==> src/rtl/lif_pkg.sv <==
// Shared defaults and FSM encoding for the time-multiplexed LIF scheduler.
package lif_pkg;

  localparam int W_DEF           = 8;
  localparam int THRESH_DEF      = 200;
  localparam int DECAY_SHIFT_DEF = 1;

  typedef enum logic {
    ST_IDLE = 1'b0,
    ST_RUN  = 1'b1
  } fsm_e;

endpackage

==> src/rtl/lif_core.sv <==
// Combinational leaky integrate-and-fire update: leak by shift, add current,
// saturate, fire and reset when the threshold is reached.
module lif_core
  import lif_pkg::*;
#(
  parameter int W           = W_DEF,
  parameter int THRESH      = THRESH_DEF,
  parameter int DECAY_SHIFT = DECAY_SHIFT_DEF
) (
  input  logic [W-1:0] state_i,
  input  logic [W-1:0] cur_i,
  output logic [W-1:0] nxt_o,
  output logic         spk_o
);

  localparam logic [W-1:0] THR = W'(THRESH);

  logic [W:0]   sum;
  logic [W-1:0] sat;

  // One guard bit keeps the carry so saturation is exact.
  assign sum   = {1'b0, state_i >> DECAY_SHIFT} + {1'b0, cur_i};
  assign sat   = sum[W] ? '1 : sum[W-1:0];
  assign spk_o = (sat >= THR);
  assign nxt_o = spk_o ? '0 : sat;

endmodule

==> src/rtl/lif_scheduler.sv <==
// Sweeps N_NEURONS virtual neurons through one shared lif_core per tick and
// streams spike events out over valid/ready, stalling while the slot is full.
module lif_scheduler
  import lif_pkg::*;
#(
  parameter int N_NEURONS   = 4,
  parameter int W           = W_DEF,
  parameter int THRESH      = THRESH_DEF,
  parameter int DECAY_SHIFT = DECAY_SHIFT_DEF
) (
  input  logic                         clk,
  input  logic                         reset,
  input  logic                         tick,
  input  logic                         cur_we,
  input  logic [$clog2(N_NEURONS)-1:0] cur_addr,
  input  logic [W-1:0]                 cur_data,
  input  logic [$clog2(N_NEURONS)-1:0] rd_addr,
  output logic [W-1:0]                 rd_state,
  output logic                         spk_valid,
  input  logic                         spk_ready,
  output logic [$clog2(N_NEURONS)-1:0] spk_id,
  output logic [N_NEURONS-1:0]         spk_vec,
  output logic                         busy,
  output logic                         done,
  output logic                         overrun
);

  localparam int AW = $clog2(N_NEURONS);
  localparam logic [AW-1:0] LAST = AW'(N_NEURONS - 1);

  fsm_e                 fsm_q, fsm_d;
  logic [AW-1:0]        idx_q, idx_d;
  logic [W-1:0]         state_q [N_NEURONS];
  logic [W-1:0]         state_d [N_NEURONS];
  logic [W-1:0]         cur_q   [N_NEURONS];
  logic [W-1:0]         cur_d   [N_NEURONS];
  logic                 spk_valid_q, spk_valid_d;
  logic [AW-1:0]        spk_id_q, spk_id_d;
  logic [N_NEURONS-1:0] spk_vec_q, spk_vec_d;
  logic                 done_q, done_d;
  logic                 overrun_q, overrun_d;
  logic [W-1:0]         rd_state_q, rd_state_d;
  logic                 proc;
  logic [W-1:0]         core_nxt;
  logic                 core_spk;

  lif_core #(
    .W           (W),
    .THRESH      (THRESH),
    .DECAY_SHIFT (DECAY_SHIFT)
  ) u_core (
    .state_i (state_q[idx_q]),
    .cur_i   (cur_q[idx_q]),
    .nxt_o   (core_nxt),
    .spk_o   (core_spk)
  );

  // A neuron is only processed when its possible event has somewhere to go.
  assign proc = (fsm_q == ST_RUN) && (!spk_valid_q || spk_ready);

  always_comb begin
    fsm_d       = fsm_q;
    idx_d       = idx_q;
    state_d     = state_q;
    cur_d       = cur_q;
    spk_valid_d = spk_valid_q;
    spk_id_d    = spk_id_q;
    spk_vec_d   = spk_vec_q;
    overrun_d   = overrun_q;
    done_d      = 1'b0;
    rd_state_d  = state_q[rd_addr];

    if (spk_valid_q && spk_ready) spk_valid_d = 1'b0;
    if (cur_we) cur_d[cur_addr] = cur_data;

    case (fsm_q)
      ST_IDLE: begin
        if (tick) begin
          fsm_d     = ST_RUN;
          idx_d     = '0;
          spk_vec_d = '0;
        end
      end
      ST_RUN: begin
        if (tick) overrun_d = 1'b1;
        if (proc) begin
          state_d[idx_q] = core_nxt;
          if (core_spk) begin
            spk_vec_d[idx_q] = 1'b1;
            spk_valid_d      = 1'b1;
            spk_id_d         = idx_q;
          end
          if (idx_q == LAST) begin
            fsm_d  = ST_IDLE;
            done_d = 1'b1;
          end else begin
            idx_d = idx_q + 1'b1;
          end
        end
      end
      default: fsm_d = ST_IDLE;
    endcase
  end

  always_ff @(posedge clk or posedge reset) begin
    if (reset) begin
      fsm_q       <= ST_IDLE;
      idx_q       <= '0;
      spk_valid_q <= 1'b0;
      spk_id_q    <= '0;
      spk_vec_q   <= '0;
      done_q      <= 1'b0;
      overrun_q   <= 1'b0;
      rd_state_q  <= '0;
      for (int i = 0; i < N_NEURONS; i++) begin
        state_q[i] <= '0;
        cur_q[i]   <= '0;
      end
    end else begin
      fsm_q       <= fsm_d;
      idx_q       <= idx_d;
      spk_valid_q <= spk_valid_d;
      spk_id_q    <= spk_id_d;
      spk_vec_q   <= spk_vec_d;
      done_q      <= done_d;
      overrun_q   <= overrun_d;
      rd_state_q  <= rd_state_d;
      for (int i = 0; i < N_NEURONS; i++) begin
        state_q[i] <= state_d[i];
        cur_q[i]   <= cur_d[i];
      end
    end
  end

  assign rd_state  = rd_state_q;
  assign spk_valid = spk_valid_q;
  assign spk_id    = spk_id_q;
  assign spk_vec   = spk_vec_q;
  assign busy      = (fsm_q == ST_RUN);
  assign done      = done_q;
  assign overrun   = overrun_q;

endmodule
==> config.mk <==
export PLATFORM = sky130hd
export DESIGN_NAME = lif_scheduler
export DESIGN_NICKNAME = d
export VERILOG_FILES = /design/src/rtl/lif_pkg.sv /design/src/rtl/lif_core.sv /design/src/rtl/lif_scheduler.sv
export SDC_FILE = /design/constraint.sdc
export NUM_CORES = 1
export LEC_CHECK = 0
export ABC_AREA = 1
export BUFFER_PORTS_ARGS = -buffer_cell sky130_fd_sc_hd__clkbuf_2
export CORE_MARGIN = 4
export CORE_UTILIZATION = 55
export CTS_CLUSTER_DIAMETER = 200
export DETAILED_ROUTE_END_ITERATION = 12
export GPL_TIMING_DRIVEN = 1
export PLACE_DENSITY = 0.74
export SLEW_MARGIN = 30
export SYNTH_ARGS = -nofsm -noshare
export SYNTH_HDL_FRONTEND = slang
export SYNTH_HIERARCHICAL = 1
export SYNTH_SLANG_ARGS = --single-unit
==> constraint.sdc <==
create_clock -name clk -period 8.4 [get_ports clk]
set_input_delay 2.52 -clock clk [delete_from_list [all_inputs] [get_ports clk]]
set_output_delay 2.52 -clock clk [all_outputs]
set_load 0.01 [all_outputs]
==> results.md, run 1 <==
- Slew of the pin with the lowest slew margin: roughly 0.8 ns
- Kind of cell adding the most delay to the critical path: flip-flops
- CP Launch Type: flop
- H-tree depth reported by CTS: 3
- Root buf cell: clkbuf_8
- Die Height: between 100 and 150 um
- Initial antenna violation count: 0
- Cell count of the worst reg-to-reg path: 19
- Global-route usage over all layers: about a fifth
- Fmax: approximately 260 MHz
- CTS tree: yes
- Synthesized netlist net count: 599
- Initial Util: between 50% and 60%
- Remaining global-route overflow: 0
- Largest incremental delay on the critical path: slightly above 0.7 ns
- Final #Nets: 622
- Maximum fanout encountered on the critical timing path: 11
- Final worst hold slack: slightly below 0.5 ns
- Critical path class: flop to output port
- Worst setup skew after layout: a little over 0.008 ns
- Post-cts gate resize count: 0
- Die Footprint: slightly above 10000 sq um
- Aggregate routed wire length: about 9800 um
- Pin count of the biggest net entering global routing: 85
- Die W: slightly above 100 um
- Detailed-routing iteration count for the pre-antenna-repair pass: 4
- Fin Setup TNS: 0 ns
- Period utilization: between 40% and 50%
- CP Launch Point: busy
- Sum of buffers and inverters on the critical path: 1
- Unrepaired setup endpoints after global routing: false
- Required time at the endpoint of the critical path: 5.88 ns
- Last weighted congestion value of the routability-driven placer: 0.870
- Setup violation total in the final timing report: 0
- Sink count of the clock tree: 84
- Capture point of the worst path: busy
- Area growth from synthesis to layout: 7.53%
- Hold-fix buffers at CTS: 0
- Number of warnings issued by yosys: 6
- Maximum Capacitance Violations: 0
- Detailed placer's ending HPWL: ~7000 um
- Detailed-route wire length per cell: roughly 14 um
- Number of DRC violations after detailed-routing iteration 0: 151
- Critical path capture point type: output port
- Slowest cell on crit path: dfrtp_1
- CP Depth: 1
- Detail Route Antenna Nets: 0
- Count of port buffers added during placement: 34
- Count of endpoints failing hold in the final timing report: 0
- Slack of the worst reg-to-reg path: 4.94 ns
- Worst-path clk slew: ~0.080 ns
- Source of the worst register-to-register timing path: idx_q[1]
- Diodes inserted: 0
- Vias in the first global route: ~3500
- Max_slew headroom: 47.9%
- Core ar.: ~8300 sq um
- Crit path DAT: 1.30 ns
- Critical-path cell list: clkbuf_2
- Average via count per standard cell: around 5.2
- End of the worst register-to-register path: spk_vec[3]
- Maximum buffer depth of the clock tree: 2
- Number of rows created at floorplan: 33
- Total setup buffers inserted after CTS: 0
- Cell area after technology mapping: between 4000 and 5000 sq um
- Minimum clock period after layout: ~3.8 ns
- Hold Path Class: flop to flop
- Total number of vias: about 3700
- Global-route wire length before repair: 16800 um
- Avg Cell Area, Syn: approximately 8.3 sq um
- Number of design rule violations left after detail routing: 0
- Count of fill cells added during filler insertion: 727
- CTS Buf Count: 9
- Worst-skew pair later-pin latency: about 0.35 ns
- I/O pins: 35
- Number of pins with negative max-slew slack in the final report: 0
- Run status: complete, no violations
- Synthesized netlist cell count: 570
- Layout cells sized above 1: about a fifth
[final cells by class]
type | count | area (sq um) | share of cell area [%]
multi-input cells | 399 | 2190 | 43.1
flip-flops and latches | 84 | 2100 | 41.4
inverters | 64 | 246 | 4.86
repair buffers | 35 | 181 | 3.57
well taps | 105 | 131 | 2.59
clock buffers | 9 | 124 | 2.44
clock inverters | 5 | 103 | 2.02
[per-layer routing]
metal	global-route usage, %	share of wire, %
met1	28.7	47
met2	32.5	47
met3	4.15	4.5
met4	8.50	1.8
met5	0	0
[per-stage QoR]
| stage | worst slack, ns | instances | instance area (sq um) | utilization, % |
|---|---|---|---|---|
| 2_1_floorplan | 3.71 | 570 | 4720 | - |
| 3_3_place_gp | 4.83 | 687 | 4840 | 58.4 |
| 3_5_place_dp | 4.94 | 687 | 4850 | 58.4 |
| 4_1_cts | 4.56 | 701 | 5070 | 61.1 |
| 5_1_grt | 4.50 | 701 | 5070 | 61.1 |
| 6_report | 4.58 | 701 | 5070 | 61.1 |
[sequential cells by signal, summed over array words and instances, names as in the netlist]
register / cells
done: 1
overrun: 1
spk_vec: 4
state_q: 32
busy: 1
spk_valid: 1
idx_q: 2
cur_q: 32
spk_id: 2
rd_state: 8
[how the worst min path moves through the flow]
stage / startpoint / end / slack [ns] / cells past startpoint
2_1_floorplan: cur_q[1] / cur_q[1] / 0.45 / 2
3_3_place_gp: overrun / overrun / 0.46 / 1
3_5_place_dp: state_q[30] / state_q[30] / 0.47 / 2
4_1_cts: state_q[30] / state_q[30] / 0.49 / 2
5_1_grt: state_q[30] / state_q[30] / 0.49 / 2
6_report: state_q[30] / state_q[30] / 0.48 / 2
[cells in the final DEF, fill, tap and decap left out]
master and n:
nand4_4 1, inv_2 4, a21oi_1 2, clkbuf_2 34
dfrtp_1 84, nand2_1 177, o21ai_0 32, buf_6 1
clkinv_2 2, bufinv_16 3, nor2_2 2, nor2_1 43
nand3_2 3, nand3_1 18, o21ai_1 26, a21boi_1 2
clkbuf_8 9, or2_2 3, ha_1 11, o21ai_2 40
a21oi_4 1, a21oi_2 1, inv_1 57, fa_1 1
nor2_4 1, nand3_4 7, clkinvlp_4 1, nand4_1 3
nand2_2 6, o211ai_1 14, inv_4 2, o21bai_1 2
nand2_4 2, a22oi_1 1
Power of run 1 is not shown: default switching activity piles up to over one toggle a cycle in this logic, so the estimate is an artifact.
==> run 2, diff against run 1 <==
==> constraint.sdc (replaced) <==
create_clock -name clk -period 3.9 [get_ports clk]
set_input_delay 1.17 -clock clk [delete_from_list [all_inputs] [get_ports clk]]
set_output_delay 1.17 -clock clk [all_outputs]
set_load 0.01 [all_outputs]
==> run 2 against run 1 <==
Compared with the run above: flip-flop and latch count did not move; cell area rose by 0.37%; die area did not move; clock skew barely moved; clock-buffer cell count rose by 2; worst setup slack got worse by 3.7 ns; register-to-register slack got worse by 4.1 ns; wire length fell by 2.1%; core utilization rose by 0.23 points.
==> results.md, run 2 (synthesis gave the netlist of run 1 again) <==
- Total number of vias: roughly 3700
- Count of port buffers added during placement: 34
- Total setup buffers inserted after CTS: 0
- Detail Route Antenna Nets: 0
- Vias in the first global route: 3642
- Initial antenna violation count: 0
- Die Footprint: 10100 sq um
- Maximum buffer depth of the clock tree: 2
- Die Height: 101 um
- Layout cells sized above 1: between 20% and 30%
- CTS tree: yes
- Detailed-route wire length per cell: 13.6 um
- Unrepaired setup endpoints after global routing: false
- Minimum clock period after layout: just over 3 ns
- I/O pins: 35
- H-tree depth reported by CTS: 3
- Hold-fix buffers at CTS: 0
- Worst setup skew after layout: 0.00796 ns
- Maximum Capacitance Violations: 0
- Worst-skew pair later-pin latency: between 0.3 and 0.4 ns
- Sink count of the clock tree: 84
- Area growth from synthesis to layout: 7.93%
- Detailed-routing iteration count for the pre-antenna-repair pass: 4
- Slew of the pin with the lowest slew margin: between 0.6 and 0.7 ns
- CTS Buf Count: 9
- Fmax: 328 MHz
- Core ar.: approximately 8300 sq um
- Cell area after layout: 5090 sq um
- Number of DRC violations after detailed-routing iteration 0: approximately 210
- Critical path class: flop to flop
- Number of pins with negative max-slew slack in the final report: 0
- Slowest cell on crit path: dfrtp_1
- Critical path capture point type: flop
- Number of rows created at floorplan: 33
- Highest metal layer with signal wires: met4
- Remaining global-route overflow: 0
- Maximum fanout encountered on the critical timing path: 48
- Worst-path clk slew: 0.08 ns
- Leading cell type in the layout, fill and taps excluded: nand2_1
- Diodes inserted: 0
- Number of design rule violations left after detail routing: 0
- Required time at the endpoint of the critical path: 4.15 ns
- Run status: complete, no violations
- Die W: a little over 100 um
- Root buf cell: clkbuf_8
- Period utilization: 78.3%
- Fin Setup TNS: 0 ns
- Met2 wire length: 4590 um
- Crit path DAT: approximately 3.3 ns
- Pin count of the biggest net entering global routing: slightly above 50
- CP Launch Type: flop
- Setup violation total in the final timing report: 0
- Global-route usage over all layers: about a fifth
- Largest incremental delay on the critical path: 0.41 ns
- Commonest cells after routing, fill and taps aside: 177 x nand2_1, 84 x dfrtp_1, 57 x inv_1
- Global-route wire length before repair: 17100 um
- Sum of buffers and inverters on the critical path: 3
- Initial Util: 56.9%
- Met1 wire length: between 4000 and 5000 um
- Aggregate routed wire length: around 9600 um
- Hold Path Class: flop to flop
- Critical Path Most Common Cell: nand2_1
- Average via count per standard cell: approximately 5.2
- Post-cts gate resize count: 0
- Placement-stage cell area: 4870 sq um
- Kind of cell adding the most delay to the critical path: simple AND/OR/NAND/NOR gates
- Critical-path cell list: inv_4 > nand2_1 > o211ai_1 > nand2_1 > ha_1 > fa_1 > nand3_1 > nand3_2 > nand2_1 > nand2_4 > nor2_4 > nand4_4 > nand3_4 > inv_1 > nand2_2 > inv_2 > nand2_2 > nand2_2 > nand2_1 > nand2_1
- Count of endpoints failing hold in the final timing report: 0
- Met3 Wirelength: 319 um
- Final #Nets: 625
- Max_slew headroom: around 60%
- Last weighted congestion value of the routability-driven placer: about 0.87
- Detailed placer's ending HPWL: slightly below 7000 um
==> run 2: cell count changes in the layout (fill, tap and decap cells not counted), sizes merged <==
cell      before  now
clkinvlp       1    2
bufinv         3    2
clkbuf        43   45
inv           63   65
buf            1    4
clkinv         2    0
==> run 2: worst reg2reg max path, cell delays in order, from the launching register on <==
cell      delay [ns]
dfrtp_1         0.41
inv_4           0.35
nand2_1         0.12
o211ai_1        0.09
nand2_1         0.08
ha_1            0.23
fa_1            0.41
nand3_1         0.15
nand3_2         0.10
nand2_1         0.11
nand2_4         0.08
nor2_4          0.12
nand4_4         0.11
nand3_4         0.10
inv_1           0.06
nand2_2         0.08
inv_2           0.05
nand2_2         0.13
nand2_2         0.08
nand2_1         0.07
nand2_1         0.05
==> run 2: through the flow <==
stage / worst slack, ns / util [%] / instances / hold WS, ns
2_1_floorplan: 0.565 / - / 570 / 0.450
3_3_place_gp: 1.00 / 58.6 / 690 / 0.460
3_5_place_dp: 0.878 / 58.6 / 690 / 0.465
4_1_cts: 0.850 / 61.4 / 706 / 0.483
5_1_grt: 0.585 / 61.4 / 706 / 0.510
6_report: 0.847 / 61.4 / 706 / 0.483
==> run 2: cell type report <==
class                   instances  area [sq um]
fillers                       739          3210
repair buffers                 38           200
flip-flops and latches         84          2100
clock buffers                  11           141
clock inverters                 5          83.8
inverters                      64           248
well taps                     105           131
multi-input cells             399          2190
==> run 2: per-layer routing <==
metal	global-route usage [%]	up-vias
met5	0	-
met3	3.18	13
met2	34.8	63
met1	28.5	1714
met4	7.05	0
li1	-	1885
==> run 2: path summary, 6_finish.rpt <==
| check | cells past startpoint | slack [ns] | to | from |
|---|---|---|---|---|
| max | 20 | 0.85 | spk_vec[3] | idx_q[0] |
| min | 1 | 0.48 | overrun | overrun |
| max reg2reg | 20 | 0.85 | spk_vec[3] | idx_q[0] |
| min reg2reg | 1 | 0.48 | overrun | overrun |
| max in group asynchronous | 3 | 2.31 | state_q[21] | reset |
| min in group asynchronous | 2 | 0.88 | cur_q[14] | reset |
Power of run 2 is left out for the same reason.
